==> src/rtl/issue_gate.sv <==
// Single-entry in-order issue stage: holds one decoded instruction, stalls it on
// RAW hazards against the scoreboard lock bitmap, and emits the destination lock on issue.
module issue_gate #(
  parameter int XWDT = 6,
  parameter int XN   = 64,
  parameter int PW   = 32
) (
  input  logic            clk,
  input  logic            rst,
  input  logic            in_valid,
  output logic            in_ready,
  input  logic [XWDT-1:0] in_rs1,
  input  logic [XWDT-1:0] in_rs2,
  input  logic [XWDT-1:0] in_rd,
  input  logic            in_use_rs1,
  input  logic            in_use_rs2,
  input  logic [PW-1:0]   in_payload,
  input  logic            flush,
  input  logic [XN-1:0]   rlocks,
  output logic [XWDT-1:0] rset,
  output logic            out_valid,
  input  logic            out_ready,
  output logic [XWDT-1:0] out_rd,
  output logic [PW-1:0]   out_payload,
  output logic [15:0]     stall_cnt
);

  logic            s_valid_q, s_valid_d;
  logic [XWDT-1:0] s_rs1_q, s_rs2_q, s_rd_q;
  logic            s_use_rs1_q, s_use_rs2_q;
  logic [PW-1:0]   s_payload_q;
  logic            out_valid_q, out_valid_d;
  logic [XWDT-1:0] out_rd_q;
  logic [PW-1:0]   out_payload_q;
  logic [15:0]     stall_cnt_q, stall_cnt_d;

  logic hazard, out_free, fire, accept;

  // Register 0 is never a real dependency, so its lock bit is ignored.
  always_comb begin
    hazard   = s_valid_q &&
               ((s_use_rs1_q && (s_rs1_q != '0) && rlocks[s_rs1_q]) ||
                (s_use_rs2_q && (s_rs2_q != '0) && rlocks[s_rs2_q]));
    out_free = !out_valid_q || out_ready;
    fire     = s_valid_q && !hazard && out_free && !flush;
    in_ready = !flush && (!s_valid_q || fire);
    accept   = in_valid && in_ready;
    rset     = fire ? s_rd_q : '0;
  end

  always_comb begin
    s_valid_d   = s_valid_q;
    out_valid_d = out_valid_q;
    stall_cnt_d = stall_cnt_q;
    if (flush)       s_valid_d = 1'b0;
    else if (accept) s_valid_d = 1'b1;
    else if (fire)   s_valid_d = 1'b0;
    if (fire)           out_valid_d = 1'b1;
    else if (out_ready) out_valid_d = 1'b0;
    if (hazard && !flush && (stall_cnt_q != 16'hFFFF))
      stall_cnt_d = stall_cnt_q + 16'd1;
  end

  always_ff @(posedge clk) begin
    if (rst) begin
      s_valid_q     <= 1'b0;
      out_valid_q   <= 1'b0;
      out_rd_q      <= '0;
      out_payload_q <= '0;
      stall_cnt_q   <= '0;
    end else begin
      s_valid_q   <= s_valid_d;
      out_valid_q <= out_valid_d;
      stall_cnt_q <= stall_cnt_d;
      if (fire) begin
        out_rd_q      <= s_rd_q;
        out_payload_q <= s_payload_q;
      end
    end
  end

  // Slot fields need no reset; they are qualified by s_valid_q.
  always_ff @(posedge clk) begin
    if (accept) begin
      s_rs1_q     <= in_rs1;
      s_rs2_q     <= in_rs2;
      s_rd_q      <= in_rd;
      s_use_rs1_q <= in_use_rs1;
      s_use_rs2_q <= in_use_rs2;
      s_payload_q <= in_payload;
    end
  end

  assign out_valid   = out_valid_q;
  assign out_rd      = out_rd_q;
  assign out_payload = out_payload_q;
  assign stall_cnt   = stall_cnt_q;

endmodule

==> config.mk <==
export PLATFORM = sky130hd
export DESIGN_NAME = issue_gate
export DESIGN_NICKNAME = d
export VERILOG_FILES = /design/src/rtl/issue_gate.sv
export SDC_FILE = /design/constraint.sdc
export NUM_CORES = 1
export LEC_CHECK = 0
export CORE_MARGIN = 2
export CORE_UTILIZATION = 45
export DETAILED_ROUTE_END_ITERATION = 6
export PLACE_DENSITY = 0.77
export SYNTH_ARGS = -nofsm -noshare
export SYNTH_HDL_FRONTEND = slang
export SYNTH_SLANG_ARGS = --single-unit
==> constraint.sdc <==
create_clock -name clk -period 7.3 [get_ports clk]
set_input_delay 0.73 -clock clk [delete_from_list [all_inputs] [get_ports clk]]
set_output_delay 0.73 -clock clk [all_outputs]
set_load 0.005 [all_outputs]
==> flow_summary.json, run 1 <==
{
  "port-buffer-count": 182,
  "die_x_um": 111,
  "p_clk_share_pct": 36.6,
  "ys.flop_type": "dfxtp_1",
  "gp_congestion": 0.865,
  "antenna_left": 0,
  "nFillCells": 899,
  "drv_cap": 0,
  "final_layout_size_suffix_gt1_share_pct": 9.06,
  "internal_power_uw": 1030,
  "dp_hpwl_mm": 10.1,
  "fp.coreArea_um2": 11300,
  "ys_top_cells_by_count": "dfxtp_1 (56), a21oi_1 (52), edfxtp_1 (52), nand3_1 (49), o21ai_0 (45)",
  "syn_nets": 575,
  "skew_ps": 13.2,
  "fin_tns_setup_ps": 0,
  "syn-cell-area_um2": 5180,
  "critPathArrivalTime_ps": 4100,
  "status": "complete, no violations",
  "clockBufferDepth": 2,
  "drt_iter0_drc": 319,
  "cts-root-buf": "clkbuf_16",
  "numClockSinks": 108,
  "wl_per_cell_um": 18.5,
  "power_frac_comb_pct": 13.4,
  "cts_setup_buffers": 0,
  "holdBufCountCts": 0,
  "antenna_found_initial": 0,
  "slew_headroom_pct": 27.1,
  "fin_crit_ps": 4830,
  "syn_inst": 453,
  "async_flop_share_pct": 0,
  "switching_share_pct": 23.0,
  "p_leak_uw": 0.00250,
  "p_switching_uw": 307,
  "diodes": 0,
  "cts_resized": 0,
  "powerDensity_nw_per_um2": 182,
  "routed_wl_mm": 14.1,
  "clk_pin_slew_ps": 70,
  "grt_pass1_wl_mm": 22.7,
  "yosysTopAreaCell": "edfxtp_1",
  "p_seq_share_pct": 50.0,
  "yosysMostFrequentCell": "dfxtp_1",
  "fin_crit_sh_pct": 66.1,
  "tritoncts": "yes",
  "grt_pass1_vias": 4405,
  "num_rows": 39,
  "ios": 183,
  "grt_usage_pct": 22.6,
  "cp_max_fo": 33,
  "finalSetupViolations": 0,
  "num_vias": 4371,
  "fin_nets": 735,
  "synth-seq-area-share_pct": 51.7,
  "synth_top_area_share_pct": 30.1,
  "slew_violations": 0,
  "worstSetupEndpointType": "primary output",
  "final_core_util_pct": 64.9,
  "ys_top_cells_by_area": "edfxtp_1 (30%), dfxtp_1 (22%), mux4_2 (9.6%), a21oi_1 (5.0%), nand3_1 (4.7%)",
  "dr.pass1.iters": 4,
  "area_delta_synth_final_pct": 41.6,
  "syn-mean-instance-area_um2": 11.4,
  "htree_num_levels": 3,
  "dieHeight_um": 111,
  "finalPower_uw": 1330,
  "yosys_warnings": 0,
  "vias_per_cell": 5.74,
  "cts-buffers-inserted": 9,
  "ir_drop_mv": 0.133,
  "rsz0062_at_grt": "false",
  "drc": 0,
  "synth_seq_cells": 108,
  "synth-edff-count": 52,
  "hold_violations": 0,
  "path_class": "reg -> out",
  "fmax_mhz": 207,
  "synth_cell_types": 44,
  "worst_pin_slew_ps": 1090,
  "required_ps": 6570,
  "insertion_delay_ps": 340,
  "hp-class": "reg -> reg",
  "grt_max_degree": 61,
  "grt-ovfl-total": 0,
  "critical_path.startpoint_type": "flip-flop",
  "start_util_pct": 45.8,
  "die_area_um2": 12400
}
==> sequential cells by signal, summed over array words and instances (netlist names) <==
name	cells
stall_cnt	16
out_valid	1
s_payload_q	32
s_use_rs2_q	1
s_rd_q	6
s_rs2_q	6
s_valid_q	1
out_payload	32
s_rs1_q	6
s_use_rs1_q	1
out_rd	6
==> through the flow <==
step / cell area (um^2) / setup WS, ps / cells / hold WS [ps]
after global routing: 7340 / 2140 / 761 / 498
after global placement: 7040 / 2660 / 745 / 460
final: 7340 / 2470 / 761 / 475
after CTS: 7340 / 2440 / 761 / 477
after detailed placement: 7040 / 2590 / 745 / 466
after floorplan: 5180 / 778 / 453 / 470
==> power groups by stage <==
stage | combinational [uW] | sequential (uW) | clock (uW)
after CTS | 179 | 667 | 497
after floorplan | 88.1 | 674 | 0
final | 179 | 667 | 488
after global placement | 174 | 680 | 0
after detailed placement | 178 | 681 | 0
after global routing | 192 | 669 | 518
==> cells by family (layout without fill, tap and decap cells) <==
| logic type | after synthesis | count (layout) | synth area share [%] |
|---|---|---|---|
| AO/OA/AOI/OAI | 119 | 119 | 12.8 |
| adder cells (fa/ha/maj) | 1 | 1 | 0.241 |
| buffers and inverters | 51 | 216 | 4.83 |
| flip-flops | 108 | 108 | 51.8 |
| multiplexers | 55 | 55 | 17.6 |
| AND/OR/NAND/NOR | 119 | 119 | 12.7 |
==> final cells by class <==
class                      instances  area [um^2]  area share, %
clock buffer                      10          229           3.12
timing repair buffer             189         1870           25.5
multi-input combinational        294         2270           30.9
clock inverter                     6         72.6          0.988
inverter                          11         41.3          0.562
sequential                       108         2680           36.5
tap                              143          179           2.44
==> routing by layer <==
layer	GRT usage [%]	part of all wire, %
met5	0	0
met4	5.76	1.2
met2	38.7	50
met3	7.08	9.0
met1	28.2	40
==> final timing paths <==
path	slack (ps)	endpoint	cells after the start	from
worst max-delay path	2470	rset[3]	9	s_rs1_q[0]
worst min-delay path	470	out_payload[13]	2	out_payload[13]
worst max register to register	3290	s_rs2_q[5]	10	s_rs1_q[0]
worst min register to register	470	out_payload[13]	2	out_payload[13]
==> critical path, stage by stage (launching register included) <==
cell and delay (ps):
edfxtp_1 490, buf_4 380, mux4_1 630, mux2i_1 170
nor3_1 70, a211oi_1 450, o32a_2 680, nand3_1 240
inv_1 120, clkdlybuf4s50_1 510
==> cell usage in the layout (no fill, tap or decap), types with 3 or more instances in the layout <==
master,n
a21oi_1,52
a22oi_1,3
buf_4,7
clkbuf_16,9
clkdlybuf4s50_1,181
clkinvlp_4,3
dfxtp_1,56
edfxtp_1,52
inv_1,11
mux2_2,5
mux2i_1,22
mux4_1,5
mux4_2,22
nand2_1,15
nand3_1,49
nand4_1,5
nor2_1,8
nor2b_1,9
nor3_1,4
nor3b_1,3
nor4_1,4
o21ai_0,44
o31ai_1,9
or4_1,8
No activity file was read; power rests on OpenSTA's default activity.
==> run 2, diff against run 1 <==
- CORE_UTILIZATION: 45 -> 41
- PLACE_DENSITY: 0.77 -> 0.74
- clock period: 7.3 -> 4.4 ns (I/O delays scaled with it)
==> run 2 against run 1 <==
  * Cell count rose by 5.8%
  * Largest power group unchanged
  * Final area rose by 2.1%
  * Setup slack got worse by 2200 ps
  * Die area rose by 9.4%
  * Non-clock buffer count rose by 15
  * Wire length rose by 0.28%
==> flow_summary.json, run 2 (synthesis gave the netlist of run 1 again) <==
{
  "final_cell_mix": "clkdlybuf4s50_1 (181), dfxtp_1 (56), a21oi_1 (52), edfxtp_1 (52), nand3_1 (49)",
  "dpl_cell_area_um2": 7110,
  "dieHeight_um": 116,
  "grt_max_degree": 61,
  "path_common_cell": "mux2i_1",
  "rr_startpoint": "s_rs1_q[0]",
  "hold_violations": 0,
  "critPathArrivalTime_ps": 3660,
  "dp_hpwl_mm": 9.95,
  "rsz0062_at_grt": "false",
  "dr.pass1.iters": 5,
  "fin_tns_setup_ps": 0,
  "cp_max_fo": 16,
  "p_leak_uw": 0.00258,
  "clockBufferDepth": 2,
  "ir_drop_mv": 0.185,
  "fin_crit_ps": 4100,
  "drt_iter0_drc": 229,
  "max_stage_delay_ps": 630,
  "reg2reg_depth": 9,
  "gp_congestion": 0.844,
  "ios": 183,
  "crit_path_top_delay_cell": "mux4_1",
  "cts-root-buf": "clkbuf_16",
  "worstSetupEndpointType": "primary output",
  "powerDensity_nw_per_um2": 291,
  "gr-usage-met1_pct": 24.6,
  "vias_per_cell": 5.53,
  "port-buffer-count": 182,
  "final_layout_size_suffix_gt1_share_pct": 11.1,
  "grt_usage_pct": 20.1,
  "fin_nets": 750,
  "r2r_slack_ps": 820,
  "htree_num_levels": 3,
  "clk_pin_slew_ps": 70,
  "gr-usage-met3_pct": 6.59,
  "insertion_delay_ps": 340,
  "antenna_left": 0,
  "nFillCells": 1003,
  "status": "complete, no violations",
  "cts-buffers-inserted": 9,
  "start_util_pct": 41.6,
  "slew_headroom_pct": 24.6,
  "grt_pass1_vias": 4311,
  "worst_slack_ps": 300,
  "cts_setup_buffers": 0,
  "routed_wl_mm": 14.1,
  "skew_ps": 13.0,
  "area_delta_synth_final_pct": 44.6,
  "num_vias": 4449,
  "fmax_mhz": 244,
  "die_x_um": 116,
  "wl_per_cell_um": 17.5,
  "hp-class": "reg -> reg",
  "fp.coreArea_um2": 12500,
  "fin_crit_sh_pct": 93.2,
  "diodes": 0,
  "design_area_um2": 7500,
  "critical_path.startpoint_type": "flip-flop",
  "final_common_cell": "clkdlybuf4s50_1",
  "drv_cap": 0,
  "cp-startpoint": "s_rs1_q[0]",
  "path_class": "reg -> out",
  "num_rows": 41,
  "met2_usage_pct": 33.8,
  "numClockSinks": 108,
  "finalSetupViolations": 0,
  "crit_end": "in_ready",
  "drc": 0,
  "grt_pass1_wl_mm": 21.5,
  "dpl_worst_slack_ps": 486,
  "worst_pin_slew_ps": 1130,
  "r2r-end": "stall_cnt[3]",
  "worstPathCellList": "mux4_1 > mux2i_1 > mux2i_1 > a211oi_1 > o32a_2 > nand2_1 > a21oi_1 > clkdlybuf4s50_1",
  "worstHoldStart": "out_rd[4]",
  "grt-ovfl-total": 0,
  "required_ps": 3960,
  "tritoncts": "yes",
  "slew_violations": 0,
  "top_usage_layer": "met2",
  "multi_input_area_um2": 2270,
  "cts_resized": 0,
  "holdBufCountCts": 0,
  "seq_area_um2": 2680,
  "antenna_found_initial": 0,
  "die_area_um2": 13600
}
run 2: cell types whose count changed in the layout (fill, tap and decap cells not counted), sizes merged:
| cell | previous run | this run |
|---|---|---|
| buf | 8 | 23 |
| bufinv | 1 | 0 |
| clkbuf | 10 | 12 |
| inv | 12 | 13 |
| clkinvlp | 3 | 1 |
run 2: worst min-delay path by stage:
stage,end,slack (ps),depth (start not counted)
floorplan,out_payload[0],470,2
detailed placement,out_payload[21],470,2
global route,out_payload[28],500,2
CTS,out_payload[21],480,2
global placement,out_payload[14],460,2
finish,out_rd[4],480,2
run 2: where the power goes:
part / internal (uW) / leakage, uW / switching (uW)
logic: 180 / 0.00150 / 132
clock network: 419 / 0.000139 / 345
registers: 1080 / 0.000937 / 19.1
run 2: metal layers:
metal	up-vias	share of wire [%]
li1	2091	-
met3	22	9.1
met4	0	1.9
met2	170	47
met5	-	0
met1	2166	42
run 2: critical path, delay by kind of cell, from the launching register on:
family                 cells  cell delay (ps)
AND/OR/NAND/NOR            1              120
buffers and inverters      1              530
multiplexers               3              880
AO/OA/AOI/OAI              3             1230
flip-flops                 1              580
run 2: layout make-up:
cell class	instances	area share, %
clock buffer	12	3.42
timing repair buffer	204	26.6
sequential	108	35.8
tap	172	2.87
inverter	11	0.551
multi-input combinational	294	30.3
clock inverter	4	0.417
run 2: per-stage QoR:
stage	hold slack, ps	std cells	utilization (%)	total power, uW
finish	476	805	60.1	2180
global placement	460	778	57.1	1420
floorplan	470	453	-	1260
CTS	479	794	59.4	2200
detailed placement	468	778	57.1	1430
global route	500	805	60.1	2260
==> run 3, diff against run 2 <==
- CORE_ASPECT_RATIO: not set -> 1.2
==> run 3 against run 2 <==
  * Critical path depth is the same
  * Combinational power barely moved
  * Setup slack worse by 90 ps
  * Global-route usage is 1.3 points higher
  * Clock skew decreased by 5.8 ps
  * Sequential share of layout area grew 0.15 points
  * Die area about the same
  * Maximum frequency shrank 2.1%
  * Non-clock buffer count fell by 4
  * Critical path type unchanged
  * Largest cell class unchanged
==> flow_summary.json, run 3 (synthesis gave the netlist of run 1 again) <==
{
  "status": "complete, no violations",
  "slew_headroom_pct": 27.6,
  "dpl_worst_slack_ps": 313,
  "worst_slack_ps": 210,
  "holdBufCountCts": 0,
  "insertion_delay_ps": 340,
  "start_util_pct": 41.5,
  "fin_nets": 746,
  "dp_hpwl_mm": 10.5,
  "antenna_left": 0,
  "finalSetupViolations": 0,
  "critPathArrivalTime_ps": 3750,
  "grt_pass1_wl_mm": 22.8,
  "final_cell_mix": "clkdlybuf4s50_1 (181), dfxtp_1 (56), a21oi_1 (52), edfxtp_1 (52), nand3_1 (49)",
  "ios": 183,
  "worst_pin_slew_ps": 1090,
  "required_ps": 3960,
  "dpl_cell_area_um2": 7130,
  "dr.pass1.iters": 5,
  "num_rows": 45,
  "die_x_um": 107,
  "final_common_cell": "clkdlybuf4s50_1",
  "wl_met3_mm": 1.39,
  "finalPower_uw": 2180,
  "diodes": 0,
  "port-buffer-count": 182,
  "num_vias": 4426,
  "top_layer_used": "met4",
  "dieHeight_um": 127,
  "grt-ovfl-total": 0,
  "p_leak_uw": 0.00257,
  "cts-root-buf": "clkbuf_16",
  "tritoncts": "yes",
  "grt_max_degree": 61,
  "skew_ps": 7.18,
  "routed_wl_mm": 14.5,
  "htree_num_levels": 3,
  "cp_max_fo": 20,
  "clockBufferDepth": 2,
  "hold_violations": 0,
  "numClockSinks": 108,
  "antenna_found_initial": 0,
  "drc": 0,
  "drt_iter0_drc": 269,
  "final_layout_size_suffix_gt1_share_pct": 10.8,
  "design_area_um2": 7460,
  "cts-buffers-inserted": 9,
  "wl_met2_mm": 7.21,
  "fin_crit_sh_pct": 95.2,
  "hp-class": "reg -> reg",
  "powerDensity_nw_per_um2": 292,
  "nFillCells": 1033,
  "wl_per_cell_um": 18.3,
  "area_delta_synth_final_pct": 44.0,
  "grt_usage_pct": 21.5,
  "fin_crit_ps": 4190,
  "path_class": "reg -> out",
  "vias_per_cell": 5.58,
  "critical_path.startpoint_type": "flip-flop",
  "drv_cap": 0,
  "worstSetupEndpointType": "primary output",
  "ir_drop_mv": 0.267,
  "fp.coreArea_um2": 12500,
  "gp_congestion": 0.855,
  "die_area_um2": 13600,
  "fmax_mhz": 239,
  "clk_pin_slew_ps": 70,
  "slew_violations": 0,
  "grt_pass1_vias": 4556,
  "wl_met1_mm": 5.58
}
## run 3: area by class of cell
cell class | instances | area, um^2 | area share [%]
sequential | 108 | 2680 | 35.9
clock buffer | 10 | 239 | 3.20
clock inverter | 6 | 46.3 | 0.620
tap | 164 | 205 | 2.75
timing repair buffer | 200 | 1960 | 26.3
multi-input combinational | 294 | 2290 | 30.6
inverter | 11 | 41.3 | 0.553
## run 3: worst max-delay path, cell delays in order, from the launching register on
cell and delay, ps:
edfxtp_1 660, mux4_1 640, mux2i_1 150, mux2i_1 90, a211oi_1 570, o32a_4 450
nand2_1 130, a21oi_1 180, clkdlybuf4s50_1 520
## run 3: final timing paths
check | cells after the start | from | endpoint | slack [ps]
worst min register to register | 2 | out_payload[1] | out_payload[1] | 480
worst max-delay path | 8 | s_rs1_q[0] | in_ready | 210
worst max register to register | 8 | s_rs1_q[0] | s_payload_q[2] | 820
worst min-delay path | 2 | out_payload[1] | out_payload[1] | 480
## run 3: per-layer routing
| layer | up-vias | global-route usage, % |
|---|---|---|
| met1 | 2113 | 24.6 |
| met3 | 23 | 7.04 |
| met4 | 0 | 8.10 |
| li1 | 2083 | - |
| met2 | 207 | 37.2 |
| met5 | - | 0 |
## run 3: metrics by stage
stage / setup TNS [ps] / std cells / hold slack (ps) / utilization [%]
finish: 0 / 793 / 478 / 59.7
global route: -13.8 / 793 / 495 / 59.7
CTS: 0 / 793 / 478 / 59.6
detailed placement: 0 / 773 / 468 / 57.0
global placement: 0 / 773 / 460 / 57.0
floorplan: 0 / 453 / 470 / -
## run 3: power by group
group	total, uW	switching (uW)	internal (uW)
clock network	759	354	404
logic	315	133	181
registers	1110	21.0	1080
total	2180	509	1670
## run 3: repair_timing
| action | 4_1_cts | 5_1_grt |
|---|---|---|
| resized for setup | 0 | 1 |
| setup buffers | 4 | 0 |
| setup endpoints to repair | 1 | 1 |
